### src/rtl/magia_mesh_launch_ctrl.sv
// magia_mesh_launch_ctrl
// Launch and completion sequencer for the MAGIA mesh. It raises tile_enable,
// waits for the tiles to settle, then releases fetch_enable per masked tile in
// row-major index order with a fixed stagger. A tile counts as finished once its
// core_sleep has been stable high for SLEEP_STABLE cycles. The run ends with
// done when every masked tile has finished, or with timeout when the cycle
// budget runs out first.
module magia_mesh_launch_ctrl #(
   parameter int N_TILES_Y      = 2,
   parameter int N_TILES_X      = 2,
   parameter int SETTLE_CYCLES  = 8,
   parameter int STAGGER_CYCLES = 4,
   parameter int SLEEP_STABLE   = 16,
   parameter int CNT_W          = 32
) (
   input  logic                           clk_i,
   input  logic                           rst_i,
   input  logic                           start_i,
   input  logic                           abort_i,
   input  logic [N_TILES_Y*N_TILES_X-1:0] tile_mask_i,
   input  logic [CNT_W-1:0]               timeout_i,
   input  logic [N_TILES_Y*N_TILES_X-1:0] core_sleep_i,
   output logic                           tile_enable_o,
   output logic [N_TILES_Y*N_TILES_X-1:0] fetch_enable_o,
   output logic                           busy_o,
   output logic                           done_o,
   output logic                           timeout_o,
   output logic [N_TILES_Y*N_TILES_X-1:0] finished_o,
   output logic [CNT_W-1:0]               cycles_o
);

   localparam int N_TILES = N_TILES_Y * N_TILES_X;
   localparam int IDX_W   = (N_TILES > 1) ? $clog2(N_TILES) : 1;
   localparam int SET_W   = $clog2(SETTLE_CYCLES + 1);
   localparam int STG_W   = $clog2(STAGGER_CYCLES + 1);
   localparam int RUN_W   = $clog2(SLEEP_STABLE + 1);

   typedef enum logic [2:0] {
      IDLE    = 3'd0,
      ENABLE  = 3'd1,
      LAUNCH  = 3'd2,
      RUN     = 3'd3,
      DONE    = 3'd4,
      TIMEOUT = 3'd5
   } state_t;

   state_t               state_reg, state_next;
   logic [N_TILES-1:0]   mask_reg;
   logic [CNT_W-1:0]     budget_reg;
   logic [CNT_W-1:0]     cnt_reg;
   logic [SET_W-1:0]     settle_reg;
   logic [STG_W-1:0]     stag_reg;
   logic [IDX_W-1:0]     idx_reg;
   logic                 tile_en_reg;
   logic [N_TILES-1:0]   fetch_reg;
   logic                 done_reg;
   logic                 timeout_reg;
   logic [CNT_W-1:0]     cycles_reg;
   logic [N_TILES-1:0]   finished_w;

   logic idle_like;
   logic busy;
   logic accept;
   logic detect_en;
   logic timeout_hit;
   logic launch_step;
   logic last_idx;

   assign idle_like   = (state_reg == IDLE) || (state_reg == DONE) || (state_reg == TIMEOUT);
   assign busy        = (state_reg == ENABLE) || (state_reg == LAUNCH) || (state_reg == RUN);
   assign accept      = start_i && idle_like && !abort_i;
   assign detect_en   = (state_reg == LAUNCH) || (state_reg == RUN);
   assign timeout_hit = (budget_reg != '0) && (cnt_reg == budget_reg);
   assign last_idx    = (idx_reg == IDX_W'(N_TILES - 1));
   // An unmasked index is skipped in one cycle; a masked one holds the full stagger.
   assign launch_step = (state_reg == LAUNCH) &&
                        (!mask_reg[idx_reg] || (stag_reg == STG_W'(STAGGER_CYCLES - 1)));

   // State register.
   always_ff @(posedge clk_i) begin
      if (rst_i) begin
         state_reg <= IDLE;
      end else begin
         state_reg <= state_next;
      end
   end

   // Next-state logic; abort wins over everything, done wins over timeout.
   always_comb begin
      state_next = state_reg;
      if (abort_i) begin
         state_next = IDLE;
      end else begin
         case (state_reg)
            IDLE, DONE, TIMEOUT: if (start_i) state_next = ENABLE;
            ENABLE: begin
               if (timeout_hit)                                   state_next = TIMEOUT;
               else if (settle_reg == SET_W'(SETTLE_CYCLES - 1))  state_next = LAUNCH;
            end
            LAUNCH: begin
               if (timeout_hit)                   state_next = TIMEOUT;
               else if (launch_step && last_idx)  state_next = RUN;
            end
            RUN: begin
               if (finished_w == mask_reg)  state_next = DONE;
               else if (timeout_hit)        state_next = TIMEOUT;
            end
            default: state_next = IDLE;
         endcase
      end
   end

   // Output decode.
   always_comb begin
      busy_o         = busy;
      tile_enable_o  = tile_en_reg;
      fetch_enable_o = fetch_reg;
      done_o         = done_reg;
      timeout_o      = timeout_reg;
      finished_o     = finished_w;
      cycles_o       = cycles_reg;
   end

   // Launch datapath: latch run parameters, count cycles, stagger fetch releases, latch result.
   always_ff @(posedge clk_i) begin
      if (rst_i || abort_i) begin
         mask_reg    <= '0;
         budget_reg  <= '0;
         cnt_reg     <= '0;
         settle_reg  <= '0;
         stag_reg    <= '0;
         idx_reg     <= '0;
         tile_en_reg <= 1'b0;
         fetch_reg   <= '0;
         done_reg    <= 1'b0;
         timeout_reg <= 1'b0;
         cycles_reg  <= '0;
      end else begin
         if (accept) begin
            mask_reg    <= tile_mask_i;
            budget_reg  <= timeout_i;
            cnt_reg     <= '0;
            settle_reg  <= '0;
            stag_reg    <= '0;
            idx_reg     <= '0;
            tile_en_reg <= 1'b1;
            fetch_reg   <= '0;
            done_reg    <= 1'b0;
            timeout_reg <= 1'b0;
         end
         if (busy && (cnt_reg != '1)) begin
            cnt_reg <= cnt_reg + 1'b1;
         end
         if (state_reg == ENABLE) begin
            settle_reg <= settle_reg + 1'b1;
         end
         if (state_reg == LAUNCH) begin
            if (mask_reg[idx_reg] && (stag_reg == '0)) begin
               fetch_reg[idx_reg] <= 1'b1;
            end
            if (launch_step) begin
               stag_reg <= '0;
               if (!last_idx) idx_reg <= idx_reg + 1'b1;
            end else begin
               stag_reg <= stag_reg + 1'b1;
            end
         end
         // Terminal transitions override any fetch release issued this cycle.
         if (busy && (state_next == DONE)) begin
            done_reg   <= 1'b1;
            cycles_reg <= cnt_reg;
            fetch_reg  <= '0;
         end
         if (busy && (state_next == TIMEOUT)) begin
            timeout_reg <= 1'b1;
            cycles_reg  <= cnt_reg;
            fetch_reg   <= '0;
         end
      end
   end

   genvar gi;
   generate
      for (gi = 0; gi < N_TILES; gi++) begin : g_tile
         logic [RUN_W-1:0] run_reg;
         logic             fin_reg;

         // Per-tile sleep-stability counter; finished is sticky until the next launch.
         always_ff @(posedge clk_i) begin
            if (rst_i || abort_i || accept) begin
               run_reg <= '0;
               fin_reg <= 1'b0;
            end else if (detect_en) begin
               if (fetch_reg[gi] && core_sleep_i[gi]) begin
                  if (run_reg != RUN_W'(SLEEP_STABLE)) run_reg <= run_reg + 1'b1;
                  if (run_reg == RUN_W'(SLEEP_STABLE - 1)) fin_reg <= 1'b1;
               end else begin
                  run_reg <= '0;
               end
            end
         end

         assign finished_w[gi] = fin_reg;
      end
   endgenerate

endmodule

### config.mk
export PLATFORM = sky130hd
export DESIGN_NAME = magia_mesh_launch_ctrl
export DESIGN_NICKNAME = d
export VERILOG_FILES = /design/src/rtl/magia_mesh_launch_ctrl.sv
export SDC_FILE = /design/constraint.sdc
export NUM_CORES = 1
export LEC_CHECK = 0
export ABC_AREA = 1
export CORE_ASPECT_RATIO = 1.25
export CORE_MARGIN = 4
export CORE_UTILIZATION = 45
export CTS_CLUSTER_DIAMETER = 200
export DETAILED_ROUTE_END_ITERATION = 10
export PLACE_DENSITY_LB_ADDON = 0.08
export SETUP_SLACK_MARGIN = 0.3
export SKIP_CTS_REPAIR_TIMING = 1
export SKIP_LAST_GASP = 1
export SLEW_MARGIN = 20
export SYNTH_ARGS = -nofsm -noshare
export SYNTH_HDL_FRONTEND = slang
export SYNTH_SLANG_ARGS = --single-unit
export TNS_END_PERCENT = 50
### constraint.sdc
create_clock -name clk_i -period 4.1 [get_ports clk_i]
set_clock_uncertainty 0.15 [all_clocks]
set_input_delay 1.025 -clock clk_i [delete_from_list [all_inputs] [get_ports clk_i]]
set_output_delay 1.025 -clock clk_i [all_outputs]
set_load 0.02 [all_outputs]
==> impl_results.md, run 1 <==
- Crit path capture: busy_o
- Residual DRC count: 0
- Distinct cells, synth: 41
- Post-Layout Cell Count: 1492
- Maximum clock rate: 307 MHz
- Critical Path Start Type: register
- Fraction of registers with async set/reset: 0%
- Final ANT Viol Nets: 0
- Fin crit share: 79.4%
- Setup tns final: 0 ns
- Fin nets: 1324
- CTS Sinks: 143
- Final WL: 21200 µm
- Pwr dens: 351 nW/µm²
- Number of detailed-route iterations in the first pass: 4
- Sequential area share after synthesis: 36.9%
- Syn avg cell area: 6.52 µm²
- Synth-to-layout area growth: 20.7%
- CTS tree: built
- Die Span Y: 155 µm
- Max transition margin: 60.1%
- Antenna cell count: 0
- DR vias/cell: 4.97
- Number of fill cells: 1718
- Chip Width: 125 µm
- Setup WS pre-CTS: 0.933 ns
- Initial core utilization: 45.9%
- IO Port Bufs: 87
- Highest routed layer: met4
- Syn_nets: 1255
- Synth top area share: 36.9%
- Num rows: 53
- Peak VDD IR: 0.215 mV
- Top FF cell, synth: dfxtp_1
- Share of cells above drive strength 1: 5.58%
- Hold_ws: 0.330 ns
- Initial drt markers: 472
- Crit. End Element: primary output
- Largest net degree at the start of global routing: 60
- First-pass GRT wire length: 34600 µm
- # H-tree levels: 4
- Multi-input logic area: 3870 µm²
- Die area: 19400 µm²
- CTS max path bufs: 2
- Clock Pin Slew Worst Setup and Hold Paths: 0.06 ns
- DP HPWL: 15400 µm
- GR Util All Layers: 22.0%
- Gate Count Post-Synth: 1190
- Leak: 3.64 nW
- Total CTS buffers: 17
- Least-Margin Pin Slew: 0.597 ns
- FF/Latch Area: 2860 µm²
- Worst r2r src: cnt_reg[0]
- Clk root buf: clkbuf_16
- Crit Reg-Reg Endpoint: cnt_reg[7]
- Worst setup path startpoint: state_reg[1]
- Final setup vio count: 0
- Max FO, Critical Path: 11
- EDFF count, synth: 0
- Final-report hold violation count: 0
- Worst Setup Path Type: register to primary output
- Final worst slack: 0.845 ns
- GPL Wtd Cong: 0.927
- Vias: 7410
- Max-cap violations: 0
- Metal2 WL: 10300 µm
- Period minus WS final: 3.25 ns
- Post-synthesis cell area: 7760 µm²
- Dominant cells by area after synthesis: dfxtp_1, nand2_1, inv_1, nor2_1, a21oi_1
- Req. time, crit path: 2.92 ns
- Per-cell routed wire length: 14.2 µm
- Met1 Wirelength: 9090 µm
- DP Cell Count: 1460
- RSZ-0062 raised after global routing: false
- Worst hold start: timeout_o
- Core ar.: 16900 µm²
- Status: complete, no violations
- Clk_lat worst skew: 0.43 ns
- GRT overflow: 0
- Hold Path Class: register to register
- Synth warn: 0
- IO Count: 88
- Slew Limit Fails: 0
- Largest area contributor in the netlist: dfxtp_1
- Worst Reg-to-Reg Cells: 14
- Synth Register Bits: 143
- Initial antenna violation count: 0
- WL met3: 1140 µm
- Arr. time, crit path: 2.08 ns
- Vias in the first global route: 7053
- R2R Setup Slk: 1.24 ns
metrics by stage:
stage                     power [mW]  cell area [µm²]  utilization (%)
after detailed placement        1.71             8760             51.8
after CTS                       3.31             9360             55.4
after global placement          1.71             8760             51.8
final                           3.28             9360             55.4
after floorplan                 1.61             7760                -
after global routing            3.40             9360             55.4
cell families after synthesis:
kind of cell	after synthesis	synth area share [%]
flip-flops	143	36.9
adder cells (fa/ha/maj)	21	3.39
AO/OA/AOI/OAI	167	11.8
XOR/XNOR	22	2.48
AND/OR/NAND/NOR	576	32.1
buffers and inverters	261	13.4
cells in the mapped netlist, types with 2 or more instances:
| cell type | n |
|---|---|
| a21oi_1 | 85 |
| o21ai_1 | 2 |
| a32oi_1 | 4 |
| buf_4 | 5 |
| or2_2 | 3 |
| nand2_1 | 291 |
| o21ai_0 | 56 |
| xnor2_1 | 11 |
| nor4_1 | 8 |
| nor2_1 | 133 |
| buf_6 | 3 |
| ha_1 | 21 |
| nor2_4 | 2 |
| inv_1 | 204 |
| xor2_1 | 11 |
| buf_1 | 6 |
| a211oi_1 | 11 |
| nand4_1 | 58 |
| dfxtp_1 | 143 |
| nand3_1 | 45 |
| nor2_2 | 5 |
| buf_2 | 12 |
| nor3_1 | 25 |
| inv_2 | 10 |
| clkbuf_1 | 20 |
layout make-up:
type | count | share of cell area, %
clock inverter | 14 | 1.79
tap | 220 | 2.94
clock buffer | 18 | 4.69
multi-input combinational | 786 | 41.3
sequential | 143 | 30.6
inverter | 214 | 8.58
timing repair buffer | 97 | 10.1
critical path, stage by stage, from the launching register on:
cell	delay [ns]
dfxtp_1	0.36
inv_1	0.10
nor2_1	0.10
buf_4	0.20
nor2_1	0.11
inv_1	0.16
clkdlybuf4s50_1	0.63
how the worst min path moves through the flow:
stage | end | slack [ns] | cells after the start
after floorplan | settle_reg[3] | 0.30 | 2
after global placement | settle_reg[3] | 0.31 | 2
after detailed placement | timeout_o | 0.31 | 2
after CTS | timeout_o | 0.33 | 2
after global routing | settle_reg[0] | 0.36 | 1
final | timeout_o | 0.33 | 2
report_power, final:
| part | total (mW) | internal, mW | switching, mW |
|---|---|---|---|
| clock network | 1.61 | 0.971 | 0.634 |
| registers | 1.41 | 1.40 | 0.0106 |
| logic | 0.263 | 0.0975 | 0.166 |
metal layers:
layer	up-vias	GRT usage, %
li1	3904	-
met1	3279	26.3
met2	188	38.3
met3	39	4.73
met4	0	8.88
met5	-	0
cells in the final DEF, fill, tap and decap left out, drive strengths merged, types with 18 or more instances in the layout:
cell type and instances:
clkbuf 18, nand2 292, nand4 59, inv 214, nand3 47, nor2 140
a21oi 87, nor3 26, clkdlybuf4s50 87, o21ai 58, ha 21, dfxtp 143
Power figures use the tool's default switching activity.
==> run 2, diff against run 1 <==
clock period = 3.14 ns   (was 4.1 ns; I/O delays follow)
==> impl_results.md, run 2 (same netlist as run 1, synthesis figures left out) <==
- Synth-to-layout area growth: 22.3%
- Multi-input logic area: 3880 µm²
- Vias: 7469
- Hold Path Class: register to register
- Worst Setup Path Type: register to register
- Clock Pin Slew Worst Setup and Hold Paths: 0.06 ns
- Clk_lat worst skew: 0.43 ns
- RSZ-0062 raised after global routing: true
- Crit Reg-Reg Endpoint: fetch_enable_o[1]
- DR vias/cell: 4.97
- Worst hold path depth: 1
- GPL Wtd Cong: 0.942
- IO Count: 88
- Hold EP: tile_enable_o
- DP HPWL: 15800 µm
- Critical Path Start Type: register
- Slew Limit Fails: 0
- Hold_ws: 0.327 ns
- Number of detailed-route iterations in the first pass: 7
- Max FO, Critical Path: 35
- Setup tns final: 0 ns
- Worst hold start: tile_enable_o
- Period minus WS final: 2.65 ns
- Least-Margin Pin Slew: 0.593 ns
- Arr. time, crit path: 2.82 ns
- Most common cell after layout, fill and taps aside: nand2_1
- GRT overflow: 0
- Pwr dens: 462 nW/µm²
- Largest net degree at the start of global routing: 41
- Per-cell routed wire length: 13.9 µm
- GR Util All Layers: 21.6%
- Vias in the first global route: 6965
- Residual DRC count: 0
- Chip Width: 125 µm
- Maximum clock rate: 378 MHz
- # H-tree levels: 4
- Worst r2r src: cnt_reg[27]
- Num rows: 53
- Leak: 3.73 nW
- Final WL: 20800 µm
- Req. time, crit path: 3.31 ns
- Worst Reg-to-Reg Cells: 15
- Number of fill cells: 1681
- Fin nets: 1335
- Final-report hold violation count: 0
- Total CTS buffers: 17
- Die Span Y: 155 µm
- Status: complete, no violations
- Core ar.: 16900 µm²
- CTS tree: built
- Peak VDD IR: 0.333 mV
- R2R Setup Slk: 0.49 ns
- Initial core utilization: 45.9%
- CTS Sinks: 143
- IO Port Bufs: 87
- Antenna cell count: 0
- FF/Latch Area: 2860 µm²
- Crit. End Element: register
- Share of cells above drive strength 1: 6.55%
- First-pass GRT wire length: 33900 µm
- Initial drt markers: 454
- CTS max path bufs: 2
- Final ANT Viol Nets: 0
- Fin crit share: 84.3%
- Max-cap violations: 0
- Clk root buf: clkbuf_16
- Die area: 19400 µm²
- Max transition margin: 60.4%
- Initial antenna violation count: 0
- Final setup vio count: 0
- Commonest cells after routing, fill and taps aside: nand2_1, inv_1, dfxtp_1
==> run 2: cell count changes in the layout (fill, tap and decap cells not counted) <==
cell | previous run | this run
buf_4 | 10 | 21
clkbuf_1 | 0 | 1
clkbuf_8 | 1 | 6
clkdlybuf4s50_1 | 87 | 86
clkinv_2 | 4 | 1
clkinv_4 | 4 | 1
dlymetal6s2s_1 | 0 | 1
nand2_1 | 290 | 289
nand2_2 | 2 | 3
nor2_1 | 132 | 130
nor2_2 | 5 | 7
==> run 2: power breakdown <==
group / leakage (nW) / internal, mW / switching (mW) / total, mW
logic: 2.27 / 0.138 / 0.220 / 0.358
registers: 1.15 / 1.83 / 0.0130 / 1.85
clock network: 0.305 / 1.38 / 0.800 / 2.18
total: 3.73 / 3.35 / 1.03 / 4.38
==> run 2: metrics by stage <==
step / instances / total power [mW] / util [%] / worst slack [ns] / cell area, µm²
2_1_floorplan: 1190 / 2.10 / - / 0.956 / 7760
5_1_grt: 1503 / 4.53 / 56.1 / 0.172 / 9490
6_report: 1503 / 4.38 / 56.1 / 0.492 / 9490
3_3_place_gp: 1471 / 2.25 / 52.3 / 0.337 / 8840
3_5_place_dp: 1471 / 2.25 / 52.3 / 0.340 / 8840
4_1_cts: 1503 / 4.42 / 56.0 / 0.176 / 9480
==> run 2: area by class of cell <==
type | count | area share (%)
clock buffers | 24 | 5.39
inverters | 214 | 8.47
clock inverters | 8 | 1.33
repair buffers | 108 | 10.9
well taps | 220 | 2.90
multi-input cells | 786 | 40.9
flip-flops and latches | 143 | 30.2
==> run 2: worst max path at each step <==
stage	from	end	slack [ns]	cells after the start
finish	cnt_reg[27]	fetch_enable_o[1]	0.49	15
global route	cnt_reg[27]	fetch_enable_o[0]	0.17	15
CTS	state_reg[2]	busy_o	0.18	6
detailed placement	abort_i	fetch_enable_o[1]	0.34	8
global placement	abort_i	fetch_enable_o[0]	0.34	8
floorplan	start_i	g_tile[1].run_reg[4]	0.96	7
==> run 2: layer usage <==
layer | global-route usage, % | up-vias | part of all wire [%]
met3 | 3.59 | 28 | 4.9
li1 | - | 3937 | -
met5 | 0 | - | 0
met4 | 6.25 | 0 | 1.8
met1 | 25.9 | 3325 | 43
met2 | 39.6 | 179 | 50
==> run 2: worst max-delay path: stages, from the launching register on <==
cell and delay (ns):
dfxtp_1 0.54, inv_1 0.10, nand2_1 0.07, nand2_1 0.05, nor2_1 0.19, inv_1 0.06
nor2_1 0.08, nand2_1 0.07, nor2_2 0.12, nand3_2 0.14, nand2_1 0.09, nand2_1 0.07
nand2_2 0.10, nand3_4 0.35, nand2_1 0.28, nor2_1 0.06
